### config.mk
export PLATFORM = sky130hd
export DESIGN_NAME = uart_loader_flat
export DESIGN_NICKNAME = d
export VERILOG_FILES = /design/src/rtl/uart_loader_pkg.sv /design/src/rtl/uart_loader_if.sv /design/src/rtl/uart_loader_byte_strobe.sv /design/src/rtl/uart_loader.sv /design/src/flat_wrapper.sv
export SDC_FILE = /design/constraint.sdc
export NUM_CORES = 1
export LEC_CHECK = 0
export CAP_MARGIN = 20
export CORE_UTILIZATION = 63
export DETAILED_ROUTE_END_ITERATION = 10
export DONT_BUFFER_PORTS = 1
export GPL_TIMING_DRIVEN = 1
export PLACE_DENSITY = 0.87
export SLEW_MARGIN = 25
export SYNTH_ARGS = -nofsm -noshare
export SYNTH_HDL_FRONTEND = slang
export SYNTH_HIERARCHICAL = 1
export SYNTH_SLANG_ARGS = --single-unit
### constraint.sdc
create_clock -name clk -period 6.4 [get_ports clk]
set_input_delay 1.28 -clock clk [delete_from_list [all_inputs] [get_ports clk]]
set_output_delay 1.28 -clock clk [all_outputs]
set_load 0.005 [all_outputs]
### src/rtl/uart_loader_pkg.sv
// Shared types and constants for the UART boot-image loader.
package uart_loader_pkg;

    localparam int unsigned BYTE_W         = 8;
    localparam int unsigned BYTES_PER_WORD = 4;
    localparam int unsigned WORD_W         = BYTE_W * BYTES_PER_WORD;
    localparam int unsigned CSUM_W         = 8;
    localparam int unsigned LEN_BYTES      = 4;
    // Bytes of a length/word that are buffered before the final byte arrives
    localparam int unsigned PART_W         = BYTE_W * (BYTES_PER_WORD - 1);

    typedef enum logic [2:0] {
        ST_LEN,
        ST_DATA,
        ST_CSUM,
        ST_DONE,
        ST_ERR
    } state_t;

endpackage

### src/rtl/uart_loader_if.sv
// Byte-in / memory-write-out bundle of the boot loader.
interface uart_loader_if
    import uart_loader_pkg::*;
#(
    parameter int unsigned ADDR_W = 12
);

    logic [BYTE_W-1:0] rx_byte;
    logic              rx_valid;
    logic              mem_we;
    logic [ADDR_W-1:0] mem_addr;
    logic [WORD_W-1:0] mem_wdata;
    logic              busy;
    logic              done;
    logic              error;
    logic              cpu_rst;

    // Loader side
    modport master (
        input  rx_byte, rx_valid,
        output mem_we, mem_addr, mem_wdata, busy, done, error, cpu_rst
    );

    // Byte source / memory / CPU side
    modport slave (
        output rx_byte, rx_valid,
        input  mem_we, mem_addr, mem_wdata, busy, done, error, cpu_rst
    );

endinterface

### src/rtl/uart_loader_byte_strobe.sv
// Rising-edge detector turning the uart_rx byte-valid level into a one-cycle strobe.
module byte_strobe (
    input  logic clk,
    input  logic rst,
    input  logic i_level,
    output logic o_strobe_c
);

    logic r_level_q;

    // History resets high so a level already asserted at reset release is ignored
    always_ff @(posedge clk or posedge rst) begin
        if (rst) begin
            r_level_q <= 1'b1;
        end else begin
            r_level_q <= i_level;
        end
    end

    assign o_strobe_c = i_level & ~r_level_q;

endmodule

### src/rtl/uart_loader.sv
// Boot-image loader: parses length, packs little-endian words into memory,
// checks the trailing XOR checksum and releases the CPU on success.
module uart_loader
    import uart_loader_pkg::*;
#(
    parameter int unsigned ADDR_W = 12
) (
    input  logic          clk,
    input  logic          rst,
    uart_loader_if.master bus
);

    localparam int unsigned CNT_W     = ADDR_W + 1;
    localparam int unsigned LEN_W     = BYTE_W * LEN_BYTES;
    localparam logic [LEN_W:0] MAX_WORDS = (LEN_W + 1)'(1) << ADDR_W;

    logic                w_strobe;
    logic [LEN_W-1:0]    w_len;
    logic [CNT_W-1:0]    w_wcnt_nxt;

    state_t              r_state;
    logic [1:0]          r_idx;
    logic [PART_W-1:0]   r_len_lo;
    logic [PART_W-1:0]   r_word;
    logic [CNT_W-1:0]    r_nwords;
    logic [CNT_W-1:0]    r_wcnt;
    logic [CSUM_W-1:0]   r_csum;
    logic                r_mem_we;
    logic [ADDR_W-1:0]   r_mem_addr;
    logic [WORD_W-1:0]   r_mem_wdata;
    logic                r_busy;
    logic                r_done;
    logic                r_error;
    logic                r_cpu_rst;

    byte_strobe u_strobe (
        .clk        (clk),
        .rst        (rst),
        .i_level    (bus.rx_valid),
        .o_strobe_c (w_strobe)
    );

    // Full length as it stands once the 4th length byte arrives
    assign w_len      = {bus.rx_byte, r_len_lo};
    assign w_wcnt_nxt = r_wcnt + CNT_W'(1);

    // Loader FSM with byte-lane packing, word counter and checksum
    always_ff @(posedge clk or posedge rst) begin
        if (rst) begin
            r_state     <= ST_LEN;
            r_idx       <= 2'd0;
            r_len_lo    <= '0;
            r_word      <= '0;
            r_nwords    <= '0;
            r_wcnt      <= '0;
            r_csum      <= '0;
            r_mem_we    <= 1'b0;
            r_mem_addr  <= '0;
            r_mem_wdata <= '0;
            r_busy      <= 1'b0;
            r_done      <= 1'b0;
            r_error     <= 1'b0;
            r_cpu_rst   <= 1'b1;
        end else begin
            r_mem_we <= 1'b0;
            case (r_state)
                ST_LEN: begin
                    if (w_strobe) begin
                        r_busy <= 1'b1;
                        r_idx  <= r_idx + 2'd1;
                        case (r_idx)
                            2'd0: r_len_lo[7:0]   <= bus.rx_byte;
                            2'd1: r_len_lo[15:8]  <= bus.rx_byte;
                            2'd2: r_len_lo[23:16] <= bus.rx_byte;
                            default: begin
                                r_nwords <= w_len[CNT_W-1:0];
                                if ({1'b0, w_len} > MAX_WORDS) begin
                                    r_state <= ST_ERR;
                                    r_error <= 1'b1;
                                    r_busy  <= 1'b0;
                                end else if (w_len == '0) begin
                                    r_state <= ST_CSUM;
                                end else begin
                                    r_state <= ST_DATA;
                                end
                            end
                        endcase
                    end
                end
                ST_DATA: begin
                    if (w_strobe) begin
                        r_csum <= r_csum ^ bus.rx_byte;
                        r_idx  <= r_idx + 2'd1;
                        case (r_idx)
                            2'd0: r_word[7:0]   <= bus.rx_byte;
                            2'd1: r_word[15:8]  <= bus.rx_byte;
                            2'd2: r_word[23:16] <= bus.rx_byte;
                            default: begin
                                r_mem_we    <= 1'b1;
                                r_mem_addr  <= r_wcnt[ADDR_W-1:0];
                                r_mem_wdata <= {bus.rx_byte, r_word};
                                r_wcnt      <= w_wcnt_nxt;
                                if (w_wcnt_nxt == r_nwords) begin
                                    r_state <= ST_CSUM;
                                end
                            end
                        endcase
                    end
                end
                ST_CSUM: begin
                    if (w_strobe) begin
                        r_busy <= 1'b0;
                        if (bus.rx_byte == r_csum) begin
                            r_state   <= ST_DONE;
                            r_done    <= 1'b1;
                            r_cpu_rst <= 1'b0;
                        end else begin
                            r_state <= ST_ERR;
                            r_error <= 1'b1;
                        end
                    end
                end
                default: begin
                    // DONE and ERR are terminal until reset
                end
            endcase
        end
    end

    assign bus.mem_we    = r_mem_we;
    assign bus.mem_addr  = r_mem_addr;
    assign bus.mem_wdata = r_mem_wdata;
    assign bus.busy      = r_busy;
    assign bus.done      = r_done;
    assign bus.error     = r_error;
    assign bus.cpu_rst   = r_cpu_rst;

endmodule

### src/flat_wrapper.sv
// flat-port wrapper written by rule: the top's interface ports become plain ports
module uart_loader_flat import uart_loader_pkg::*;
#(
    parameter int unsigned ADDR_W = 12
)
  (clk, rst, bus_rx_byte, bus_rx_valid, bus_mem_we, bus_mem_addr, bus_mem_wdata, bus_busy, bus_done, bus_error, bus_cpu_rst);
  uart_loader_if #(.ADDR_W(ADDR_W)) bus_i ();
  input  logic clk;
  input  logic rst;
  input wire logic [$bits(bus_i.rx_byte)-1:0] bus_rx_byte;
  input wire logic [$bits(bus_i.rx_valid)-1:0] bus_rx_valid;
  output wire logic [$bits(bus_i.mem_we)-1:0] bus_mem_we;
  output wire logic [$bits(bus_i.mem_addr)-1:0] bus_mem_addr;
  output wire logic [$bits(bus_i.mem_wdata)-1:0] bus_mem_wdata;
  output wire logic [$bits(bus_i.busy)-1:0] bus_busy;
  output wire logic [$bits(bus_i.done)-1:0] bus_done;
  output wire logic [$bits(bus_i.error)-1:0] bus_error;
  output wire logic [$bits(bus_i.cpu_rst)-1:0] bus_cpu_rst;
  assign bus_i.rx_byte = bus_rx_byte;
  assign bus_i.rx_valid = bus_rx_valid;
  assign bus_mem_we = bus_i.mem_we;
  assign bus_mem_addr = bus_i.mem_addr;
  assign bus_mem_wdata = bus_i.mem_wdata;
  assign bus_busy = bus_i.busy;
  assign bus_done = bus_i.done;
  assign bus_error = bus_i.error;
  assign bus_cpu_rst = bus_i.cpu_rst;
  uart_loader #(.ADDR_W(ADDR_W)) u_core (.clk(clk), .rst(rst), .bus(bus_i));
endmodule
==> metrics, run 1 <==
status=finished, final reports clean; Worst R2R End=u_core/r_state[1]; crit share post-route=a little over two fifths; fmax=374 MHz; LEAKAGE=approximately 3.2 nW; sequential fraction of the synthesis area=a little under three fifths; Global Route Usage Sum=26.0%; grt ovf=0; clk_lat worst skew=approximately 0.52 ns; Routed Antenna Nets=0; Synth area leaders=dfrtp_1, mux2_2, xnor2_1; initial DRC count=169; Tmin final=2.67 ns; Hold Startpoint=u_core/r_csum[4]; fin cells=590; CTS tree=yes; Max-cap violations=0; CTS Buf Count=17; Post-Route Setup TNS=0 ns; share of layout cells above drive strength 1=about a third; port buffer count=0; #FFs+latches synth=137; Hold Path Stages=1; Crit Path Category=input port to register; worst-margin pin slew=0.889 ns; H-Tree Depth=4; width of the die=99.5 um; instance area after placement=6050 sq um; Cells after Synth=453; Adder-Cell Fraction of Synth Area=1.05%; CP Capture Type=register; Post-synth EDFFs=0; Ant. Diodes=0; First-pass DRT Iterations=4; Reg2Reg Depth=7; slowest stage delay, CP=0.30 ns; Setup Fix Bufs, Post-CTS=0; fraction of synthesized cell area in xor and xnor cells=under 10%; multi-input logic area=2410 sq um; area delta synth->final=10.7%; syn_area_per_cell=13.2 sq um; DRC viols=0; fin nets=464; largest net degree at the start of global routing=75; Setup WS post-layout=3.73 ns; ys flop type=dfrtp_1; CTS hold repair buffers=0; Synth Area in Simple Gates=8.88%; final setup vio count=0; Cell Chain, Critical Path=nor2b_4 -> nand2b_1 -> nor3b_1 -> buf_4 -> nand2_2 -> inv_1 -> nand3_1 -> nor3_1 -> xor2_1; Slew Viols, Final=0; worst hold endpoint=u_core/r_csum[4]; # rows=35; Ports=60; crit-path leading delay family=simple AND/OR/NAND/NOR gates; WL/cell=19.5 um; largest family of logic cells by synthesized area=multiplexers; pre-CTS WS=3.22 ns; global placement routability congestion=0.870; Synth top area share=56.4%; synthesized net count=469; routed vias/inst=5.93; Slew Limit Headroom=40.8%; setup slack, reg-to-reg=approximately 3.8 ns; multiplexer share of the synthesized area=19.9%; DR vias=3500; CTS sink count=137; async set-reset flop share out of synthesis=100%; Mapped Area=5990 sq um; Reg clk slew, reported paths=0.06 ns; Cell variety after synth=51; post-CTS sizing=0; Final Hold Fails=0; Worst path slowest cell=inv_1; Buf+Inv Stages, Crit Path=2; worst-case vdd ir drop=0.282 mV; WL final=approximately 11000 um; vias in the first global route=3708; core area=9240 sq um; RSZ-0062 raised after global routing=no; Synth Area in Compound Gates=under 10%; worst path required time=6.84 ns; worst reg2reg startpoint=u_core/r_wcnt[0]; Fin Clk Skew=about 0.015 ns; worst-path maximum fanout=16; Hold/Removal Path Class=register to register; final instance area=6630 sq um; Initial Util=between 60% and 70%; global-route wire length before repair=between 15000 and 20000 um; DP HPWL=between 7000 and 8000 um; Crit path arrival time=3.11 ns; Synth area leader=dfrtp_1; initial antenna violation count=0; CTS Buffer Depth=2; warning count from the yosys run=6; Worst Setup Start Kind=input port; Register Area=between 3000 and 4000 sq um; Die H=roughly 99 um; power density over cell area=359 nW/um^2; clock root cell=clkbuf_8; full die area=9900 sq um; placed cells=~560; filler cell count in the final layout=571
cell usage in the layout, fill, tap and decap left out, drive strengths merged, types with 2 or more instances in the layout:
| cell | n |
|---|---|
| nor4 | 15 |
| and4 | 2 |
| nand3 | 10 |
| nor2b | 5 |
| nand2 | 28 |
| a211o | 2 |
| a21oi | 4 |
| a211oi | 4 |
| inv | 13 |
| or3 | 2 |
| clkbuf | 18 |
| and3b | 2 |
| xnor2 | 29 |
| ha | 5 |
| dfrtp | 135 |
| mux2 | 106 |
| o31ai | 3 |
| bufinv | 2 |
| or2 | 3 |
| o21ai | 5 |
| clkinvlp | 4 |
| xor2 | 18 |
| nor3 | 3 |
| nand4 | 6 |
| buf | 3 |
| nor3b | 2 |
| dfstp | 2 |
| nor2 | 11 |
| and2 | 3 |
| and3 | 2 |
registers in the layout, indices dropped and copies added, names as in the netlist, 2 cells and up:
signal and count:
u_core/bus.mem_wdata 32, u_core/r_idx 2, u_core/r_csum 8, u_core/r_nwords 13
u_core/r_len_lo 24, u_core/r_word 24, u_core/bus.mem_addr 12, u_core/r_state 3
u_core/r_wcnt 13
worst register-to-register path, stage by stage, from the launching register on:
cell       delay (ns)
dfrtp_1          0.48
ha_1             0.38
and4_1           0.36
a32oi_1          0.16
nor4_1           0.30
o2111ai_1        0.26
o31ai_2          0.25
mux2_1           0.33
power by group:
| part | internal, mW | switching (mW) | total (mW) |
|---|---|---|---|
| sequential | 0.997 | 0.112 | 1.11 |
| clock | 0.563 | 0.381 | 0.944 |
| combinational | 0.174 | 0.149 | 0.323 |
worst max-delay path by stage:
stage / start / endpoint / slack [ns] / cells past startpoint
6_report: bus_rx_valid / u_core/r_wcnt[11] / 3.73 / 9
5_1_grt: u_core/r_wcnt[0] / u_core/r_state[1] / 3.53 / 7
4_1_cts: bus_rx_valid / u_core/r_wcnt[11] / 3.74 / 9
3_5_place_dp: bus_rx_valid / u_core/r_wcnt[11] / 3.22 / 9
3_3_place_gp: bus_rx_valid / u_core/r_wcnt[11] / 3.25 / 9
2_1_floorplan: rst / u_core/bus.busy / 1.48 / 1
metal layers:
metal	vias to the layer above	part of all wire (%)	GRT usage, %
met5	-	0	0
met2	96	51	42.6
met4	0	2.0	11.1
li1	1595	-	-
met3	21	4.7	7.45
met1	1788	42	32.5
Yosys cell counts, types with 4 or more instances:
library cell and number:
dfrtp_1 135, mux2_2 105, xnor2_1 29, nand2_1 27, xor2_1 18, nor4_1 15
nor2_1 11, clkbuf_1 10, nand3_1 9, buf_2 7, inv_1 6, buf_1 5
buf_4 5, ha_1 5, nand4_1 5, o21ai_0 5, a211oi_1 4, a21oi_1 4
nor2b_1 4
kinds of logic (layout without fill, tap and decap cells):
| family | Yosys count | after routing |
|---|---|---|
| DFF | 137 | 137 |
| muxes | 106 | 106 |
| and+or+nand+nor | 97 | 97 |
| xor gates and xnor gates | 47 | 47 |
| buffers and inverters | 33 | 41 |
| AOI/OAI and AO/OA | 28 | 28 |
| adders and majority gates | 5 | 5 |
area by class of cell:
cell class,count,share of cell area [%]
flip-flops and latches,137,51.8
multi-input cells,283,36.3
clock buffers,18,6.31
well taps,129,2.44
clock inverters,14,2.42
inverters,6,0.415
repair buffers,3,0.340
per-stage QoR:
step | hold slack (ns) | util [%] | total power, mW
final | 0.493 | 71.7 | 2.38
after global routing | 0.516 | 71.7 | 2.48
after CTS | 0.494 | 71.7 | 2.39
after detailed placement | 0.485 | 65.5 | 1.43
after global placement | 0.477 | 65.5 | 1.40
after floorplan | 0.464 | - | 1.35
Power figures use the tool's default switching activity.
==> run 2: changes to the inputs <==
Settings changed: CORE_UTILIZATION 63 to 57, PLACE_DENSITY 0.87 to 0.83.
Clock period 6.4 ns to 2.1 ns, I/O delays scaled along.
==> metrics, run 2 (synthesized netlist as in run 1, its figures left out) <==
status=complete, but fails checks; failing checks=negative setup slack; share of layout cells above drive strength 1=38.0% (+4.6 points); Max-cap violations=0 (unchanged); worst-path maximum fanout=2 (-14); DRC viols=0 (unchanged); CTS Buf Count=17 (unchanged); fin cells=626 (+6.1%); final setup vio count=1 (+1); Worst path slowest cell=dfrtp_1; commonest non-fill, non-tap cell in the layout=dfrtp_1; Fin Clk Skew=0.00501 ns (-0.00973 ns); Cell Chain, Critical Path=ha_4 -> xor2_1 -> a211oi_1 -> nand4_1 -> a211o_2 -> o31ai_2 -> mux2_1; slowest stage delay, CP=0.43 ns (+0.13 ns); Slew Viols, Final=0 (unchanged); DR vias=3645 (+4.1%); Ant. Diodes=0 (unchanged); Final Hold Fails=0 (unchanged); WL final=12200 um (+6.5%); Crit path arrival time=2.58 ns (-0.53 ns); placed cells=591 (+5.9%); largest net degree at the start of global routing=42 (-44%); width of the die=104 um (+5.0%); initial antenna violation count=0 (unchanged); initial DRC count=199 (+18%); Global Route Usage Sum=24.5% (-1.5 points); clock root cell=clkbuf_8; Worst Setup Start Kind=register; global placement routability congestion=0.888 (+2.1%); commonest cells after routing, fill and taps aside=dfrtp_1, mux2_2, xnor2_1, nand2_1, buf_4; Hold/Removal Path Class=input port to register; Initial Util=58.5% (-6.3 points); CTS tree=yes; core area=10200 sq um (+11%); CTS Buffer Depth=2 (unchanged); Slew Limit Headroom=54.7% (+14 points); worst-case vdd ir drop=0.749 mV (+170%); worst path required time=2.50 ns (-4.34 ns); CP Capture Point=u_core/r_state[1]; Critical Path Source=u_core/r_wcnt[1]; port buffer count=0 (unchanged); Reg2Reg Depth=7 (unchanged); full die area=10900 sq um (+10%); crit share post-route=104%; # rows=37 (+5.7%); Routed Antenna Nets=0 (unchanged); RSZ-0062 raised after global routing=yes; H-Tree Depth=4 (unchanged); Die H=104 um (+5.0%); DP HPWL=7940 um (+8.7%); WL/cell=19.6 um (+0.39%); LEAKAGE=3.39 nW (+6.1%); area delta synth->final=16.7%; CP Capture Type=register; Tmin final=2.18 ns; Setup WS post-layout=-0.0750 ns (-3.80 ns); power density over cell area=1060 nW/um^2 (+190%); Reg clk slew, reported paths=0.06 ns (about the same); First-pass DRT Iterations=4 (unchanged); routed vias/inst=5.82 (-1.8%); CTS sink count=137 (unchanged); fin nets=494 (+6.5%); Crit Path Category=register to register; post-layout util=68.3% (-3.4 points); fmax=460 MHz; vias in the first global route=3997 (+7.8%); worst-margin pin slew=0.677 ns (-0.211 ns); grt ovf=0 (unchanged); setup slack, reg-to-reg=-0.08 ns (-3.83 ns); worst reg2reg startpoint=u_core/r_wcnt[1]; clk_lat worst skew=0.52 ns (about the same); Ports=60 (unchanged); global-route wire length before repair=20600 um (+7.2%); number of flip-flops in the largest register=32 (unchanged); Worst R2R End=u_core/r_state[1]; worst hold slack=0.0477 ns (-0.446 ns)
## run 2: cell types whose count changed in the layout (fill, tap and decap cells not counted), moves of 3 or more
cell	delta
clkinv_2	+4
inv_6	-8
buf_12	+4
buf_4	+22
clkinvlp_4	-3
clkbuf_8	+3
## run 2: worst min path at each step
stage	from	end	depth (start not counted)
final	bus_rx_byte[0]	u_core/r_len_lo[8]	1
after global routing	bus_rx_byte[0]	u_core/r_len_lo[8]	1
after CTS	bus_rx_byte[0]	u_core/r_len_lo[8]	1
after detailed placement	rst	u_core/u_strobe/r_level_q	1
after global placement	rst	u_core/u_strobe/r_level_q	1
after floorplan	rst	u_core/u_strobe/r_level_q	1
## run 2: final cells by class
cell class | count | area (sq um)
Timing Repair Buffer | 33 | 310
Sequential cell | 137 | 3430
Inverter | 6 | 26.3
Fill cell | 672 | 3250
Clock inverter | 8 | 119
Multi-Input combinational cell | 283 | 2460
Clock buffer | 23 | 467
Tap cell | 136 | 170
## run 2: routing by layer
| layer | share of wire [%] | GRT usage [%] | up-vias |
|---|---|---|---|
| met4 | 2.0 | 10.2 | 0 |
| met3 | 6.0 | 6.14 | 24 |
| met1 | 41 | 30.7 | 1857 |
| met5 | 0 | 0 | - |
| li1 | - | - | 1644 |
| met2 | 51 | 40.5 | 120 |
## run 2: stage by stage
| step | setup TNS, ns | area (sq um) | power (mW) | setup slack (ns) |
|---|---|---|---|---|
| floorplan | -1.74 | 6010 | 4.11 | -0.0724 |
| global placement | -0.0676 | 6310 | 4.33 | -0.0676 |
| detailed placement | -0.0761 | 6310 | 4.43 | -0.0761 |
| CTS | -0.0480 | 6980 | 7.40 | -0.0480 |
| global route | -0.170 | 6990 | 7.65 | -0.170 |
| finish | -0.0750 | 6990 | 7.39 | -0.0750 |
## run 2: where the power goes
group	internal (mW)	total (mW)	switching, mW
Combinational	0.565	1.05	0.486
Clock	1.89	2.95	1.06
Sequential	3.04	3.39	0.348
Total	5.50	7.39	1.89
## run 2: repair_timing
action                     CTS  global route
setup buffers                2             0
hold buffers                 2             0
setup endpoints to repair    1            25
hold endpoints to repair    26             0
pin swaps                    4             0
gates resized for setup     10             1
## run 2: critical path, delay by kind of cell, from the launching register on
family / cells / cell delay (ns)
compound gates: 3 / 0.76
xor+xnor: 1 / 0.14
fa+ha+maj: 1 / 0.24
flops: 1 / 0.43
mux: 1 / 0.35
simple gates: 1 / 0.13
==> run 3: changes to the inputs <==
Settings changed: CTS_CLUSTER_SIZE set to 24.
==> results of run 3 <==
Final layout, timing and power as in run 2 (identical DEF).
==> RTL edit 1: new RTL, flow settings as in run 3 <==
Reset style: synchronous (`rst`), changed in 2 clocked blocks.
--- a/src/rtl/uart_loader_byte_strobe.sv
+++ b/src/rtl/uart_loader_byte_strobe.sv
@@ -11,3 +11,3 @@
     // History resets high so a level already asserted at reset release is ignored
-    always_ff @(posedge clk or posedge rst) begin
+    always_ff @(posedge clk) begin
         if (rst) begin
--- a/src/rtl/uart_loader.sv
+++ b/src/rtl/uart_loader.sv
@@ -47,3 +47,3 @@
     // Loader FSM with byte-lane packing, word counter and checksum
-    always_ff @(posedge clk or posedge rst) begin
+    always_ff @(posedge clk) begin
         if (rst) begin
Check against the original RTL: differs if rst is asserted again (counterexample within 4 cycles, from zero or initial values and one cycle with rst high); with rst held inactive, the same outputs for 10 cycles.
==> RTL edit 1 against run 3 <==
- the flow finishes with violations (DRC, hold timing)
- wire length is 10% higher
- worst setup slack better by 130 ps
- non-clock buffer count is 10 higher
- sequential cell count stayed put
- global-route usage is 2.5 points higher
- final area is 5.5% lower
- die area is 4.6% lower
- area after synthesis is 4.6% lower
- highest routed layer unchanged
Power is not compared: it rests on default switching activity, and its combinational part moved more than twofold at a synthesized area within 25%.
==> RTL edit 1: results (changes against run 3) <==
- The setup slack of the worst register-to-register path was 60 ps (was -80 ps).
- The average size of a mapped cell came to 7.96 sq um (was 13.2 sq um).
- The post-CTS resize count came to 4 (was 10).
- Status: complete, but fails checks (unchanged).
- Violations in the final reports: DRC, hold timing (was setup timing).
- The cell count after placement was 825 (was 591).
- The capture point of the worst reg-to-reg path is u_core/r_state[0] (was u_core/r_state[1]).
- The number of cells on the worst reg-to-reg path is 6 (was 7).
- The number of nets in the synthesized netlist is 733 (was 469).
- The share of final-layout standard cells stronger than drive strength 1 is 0.126 (was 0.380).
- The total half-perimeter wirelength after legalization and detailed placement is 8.66 mm (was 7.94 mm).
- The start point of the worst min-delay path is rst (was bus_rx_byte[0]).
- The wire length of the first global-routing pass is 21.8 mm (was 20.6 mm).
- The tightest hold margin is -31.6 ps (was 47.7 ps).
- The critical-path maximum fanout is 6 (was 2).
- The detailed-route DRC error count is 1 (was 0).
- The origin of the critical flop-to-flop path is u_core/r_wcnt[3] (was u_core/r_wcnt[1]).
- The multiplexer share of the synthesized area is 0 (was 0.199).
- The post-detailed-routing wire length is 13.5 mm (was 12.2 mm).
- The arrival time at the worst endpoint is 2450 ps (was 2580 ps).
- The per-cell via count in the routed design is 5.72 (was 5.82).
- The proportion of register bits with asynchronous set or reset after synthesis was 0 (was 1.00).
- The area share of xor/xnor cells in the synthesized design is 0.0688 (about the same).
- The clock skew is 4.09 ps (was 5.01 ps).
- The sink of the worst hold path is u_core/r_csum[3] (was u_core/r_len_lo[8]).
- The most frequently used flop master after synthesis is dfxtp_1 (was dfrtp_1).
- The final-report hold violation count is 35 (was 0).
- The synthesized-area fraction occupied by ao, oa, aoi and oai cells is 0.136 (was 0.0341).
- The global-route usage over all layers is 0.270 (was 0.245).
- The actual slew at the worst max-slew pin is 630 ps (was 677 ps).
- The average wire length per cell after detail routing came to 15.6 um (was 19.6 um).
- The worst setup slack after placement was -118 ps (was -76.1 ps).
## RTL edit 1: stage by stage
step	util	area, sq um	power [mW]
floorplan	-	5710	2.80
finish	0.679	6600	5.53
detailed placement	0.604	5880	2.77
global placement	0.604	5880	2.76
CTS	0.671	6530	5.55
global route	0.679	6600	5.70
## RTL edit 1: worst max path at each step
stage / startpoint / slack, ps / cells after the start / end
2_1_floorplan: u_core/r_wcnt[0] / 40 / 7 / u_core/r_state[0]
3_3_place_gp: u_core/r_wcnt[3] / -2 / 6 / u_core/r_state[0]
3_5_place_dp: u_core/r_wcnt[3] / -120 / 6 / u_core/r_state[0]
4_1_cts: u_core/r_wcnt[3] / -8 / 6 / u_core/r_state[0]
5_1_grt: u_core/r_wcnt[1] / -20 / 7 / u_core/r_state[0]
6_report: u_core/r_wcnt[3] / 60 / 6 / u_core/r_state[0]
## RTL edit 1: critical path, stage by stage, from the launching register on
cell       delay (ps)
dfxtp_4           370
nand4_1           230
nor3_2             80
or4_4             530
a2111oi_4         250
a31oi_2           160
o31a_1            310
## RTL edit 1: where the power goes
part,leakage (nW),switching [mW],internal [mW]
combinational,0.831,0.0559,0.0446
sequential,1.11,0.00787,2.61
clock,0.271,1.19,1.63
total,2.21,1.25,4.28
## RTL edit 1: final cells by class
type                       instances  area [sq um]
clock buffer                      18           428
clock inverter                    14           135
fill                             762          3130
inverter                           5          18.8
multi-input combinational        515          2750
sequential                       137          2760
tap                              133           166
timing repair buffer              43           353
## RTL edit 1: per-layer routing
metal / GRT usage / share of wire / wire length [um] / vias up
met2: 0.437 / 0.50 / 6720 / 149
met4: 0.105 / 0.012 / 157 / 0
met5: 0 / 0 / 0 / -
met1: 0.336 / 0.43 / 5860 / 2358
met3: 0.0862 / 0.057 / 769 / 21
li1: - / - / - / 2421
==> RTL edit 2: new RTL, config.mk and constraints of run 3 <==
Made on the original files. `ADDR_W` is set to 12 in 3 places; all go to 14.
--- a/src/rtl/uart_loader_if.sv
+++ b/src/rtl/uart_loader_if.sv
@@ -4,3 +4,3 @@
 #(
-    parameter int unsigned ADDR_W = 12
+    parameter int unsigned ADDR_W = 14
 );
--- a/src/rtl/uart_loader.sv
+++ b/src/rtl/uart_loader.sv
@@ -5,3 +5,3 @@
 #(
-    parameter int unsigned ADDR_W = 12
+    parameter int unsigned ADDR_W = 14
 ) (
--- a/src/flat_wrapper.sv
+++ b/src/flat_wrapper.sv
@@ -3,3 +3,3 @@
 #(
-    parameter int unsigned ADDR_W = 12
+    parameter int unsigned ADDR_W = 14
 )
Interface: changed (resized bus_mem_addr); port bits go from 60 to 62. No check against the original RTL was run, so the function may have changed too.
==> RTL edit 2 against run 3 <==
- the run still ends with setup timing left
- area after synthesis up 4.4%
- maximum frequency shrank 5.0%
- wire length up 8.6%
- sequential power decreased by 1%
- utilization grew 1.6 points
- first-iteration DRC count rose by 44%
- worst hold slack worse by 22 ps
- final area increased by 4.6%
- worst setup slack worse by 110 ps
- synthesized cell count increased by 15%
- power is 4.8% lower
- sequential cell count rose by 6
- final cell count grew 12%
- largest cell class unchanged
==> RTL edit 2: results (changes against run 3) <==
- The total half-perimeter wirelength after legalization and detailed placement came to 8.71 mm (was 7.94 mm).
- The average size of a mapped cell came to 12.0 sq um (was 13.2 sq um).
- The capture point of the worst reg-to-reg path is u_core/r_state[0] (was u_core/r_state[1]).
- The clock tree root driver cell is clkbuf_8 (unchanged).
- The wire length of the first global-routing pass is 21.8 mm (was 20.6 mm).
- Most frequent cells after synthesis: 141 x dfrtp_1, 101 x nand2_1, 75 x mux2_2 (was 135 x dfrtp_1, 105 x mux2_2, 29 x xnor2_1).
- The switching power total is 1.87 mW (was 1.89 mW).
- Violations in the final reports: setup timing (unchanged).
- The arrival time at the worst endpoint is 2700 ps (was 2580 ps).
- The tightest hold margin is 25.3 ps (was 47.7 ps).
- The net count of the finished layout is 569 (was 494).
- The headroom to the max-slew limit is 0.572 (was 0.547).
- The number of nets in the synthesized netlist is 537 (was 469).
- The slack of the critical path is -190 ps (was -75.0 ps).
- The post-CTS resize count is 7 (was 10).
- The number of setup violations in the final report is 4 (was 1).
- The global-route usage over all layers is 0.255 (was 0.245).
- The adder-cell area share of the yosys netlist is 0.0100 (was 0.0105).
- The cell leakage power came to 3.66 nW (was 3.39 nW).
- The largest net degree at the start of global routing is 39 (was 42).
- The final total negative setup slack is -476 ps (was -75.0 ps).
- The per-cell via count in the routed design is 5.80 (was 5.82).
- The area share of xor/xnor cells in the synthesized design was 0.0729 (was 0.0688).
- The clock skew was 7.11 ps (was 5.01 ps).
- The placement-stage cell area was 6610 sq um (was 6310 sq um).
- The highest-delay cell along the critical path is or4b_4 (was dfrtp_1).
- The worst setup slack after placement is -232 ps (was -76.1 ps).
- The filler-free cell count of the finished design is 702 (was 626).
- The number of cells on the worst reg-to-reg path is 6 (was 7).
- The synthesized-area fraction occupied by ao, oa, aoi and oai cells is 0.0310 (was 0.0341).
- The post-detailed-routing wire length was 13.3 mm (was 12.2 mm).
- The worst vdd rail ir drop is 0.000643 V (was 0.000749 V).
- The origin of the critical flop-to-flop path is u_core/r_wcnt[7] (was u_core/r_wcnt[1]).
- The start point of the worst min-delay path is bus_rx_byte[1] (was bus_rx_byte[0]).
- The maximum single-stage delay on the critical path came to 550 ps (was 430 ps).
- The count of unique library cells instantiated by Yosys is 53 (was 51).
- The weighted congestion at the end of routability-driven global placement is 0.846 (was 0.888).
- The dominant delay contributor by cell family on the critical path is simple AND/OR/NAND/NOR gates (was compound AO/OA/AOI/OAI gates).
- The proportion of synthesized chip area in sequential cells was 0.573 (about the same).
- Status: complete, but fails checks (unchanged).
==> RTL edit 2: cell count changes in the layout (fill, tap and decap cells not counted), moves of 4 or more <==
cell and delta:
nor4_1 -4, mux2_2 -30, xor2_1 +6, nand2_1 +73
clkinvlp_4 +5, dfrtp_1 +6, buf_4 +10, mux2_1 +10
inv_6 +4, nor2_1 +7
==> RTL edit 2: worst max path at each step <==
stage	start	endpoint	slack, ps	cells past startpoint
4_1_cts	u_core/r_wcnt[1]	u_core/r_state[0]	-180	7
3_5_place_dp	u_core/r_wcnt[1]	u_core/r_state[0]	-230	7
3_3_place_gp	u_core/r_wcnt[1]	u_core/r_state[0]	-130	7
5_1_grt	u_core/r_wcnt[7]	u_core/r_state[0]	-220	6
6_report	u_core/r_wcnt[7]	u_core/r_state[0]	-190	6
2_1_floorplan	u_core/r_wcnt[0]	u_core/r_state[0]	-210	7
==> RTL edit 2: layout make-up <==
cell class | count | area [sq um]
clock buffers | 19 | 442
clock inverters | 13 | 128
fillers | 710 | 3150
inverters | 9 | 37.5
multi-input cells | 341 | 2590
flip-flops and latches | 143 | 3580
well taps | 136 | 170
repair buffers | 41 | 363
==> RTL edit 2: routing by layer <==
| metal | wire length [um] | vias up | track usage |
|---|---|---|---|
| met2 | 6710 | 129 | 0.418 |
| met1 | 5570 | 2085 | 0.315 |
| met4 | 227 | 0 | 0.113 |
| met3 | 790 | 20 | 0.0717 |
| li1 | - | 1839 | - |
| met5 | 0 | - | 0 |
==> RTL edit 2: power groups by stage <==
stage,sequential (mW),combinational [mW],clock [mW]
finish,3.35,0.812,2.87
global placement,3.36,0.702,0
global route,3.39,0.886,3.03
floorplan,3.29,0.631,0
CTS,3.35,0.794,2.91
detailed placement,3.39,0.759,0
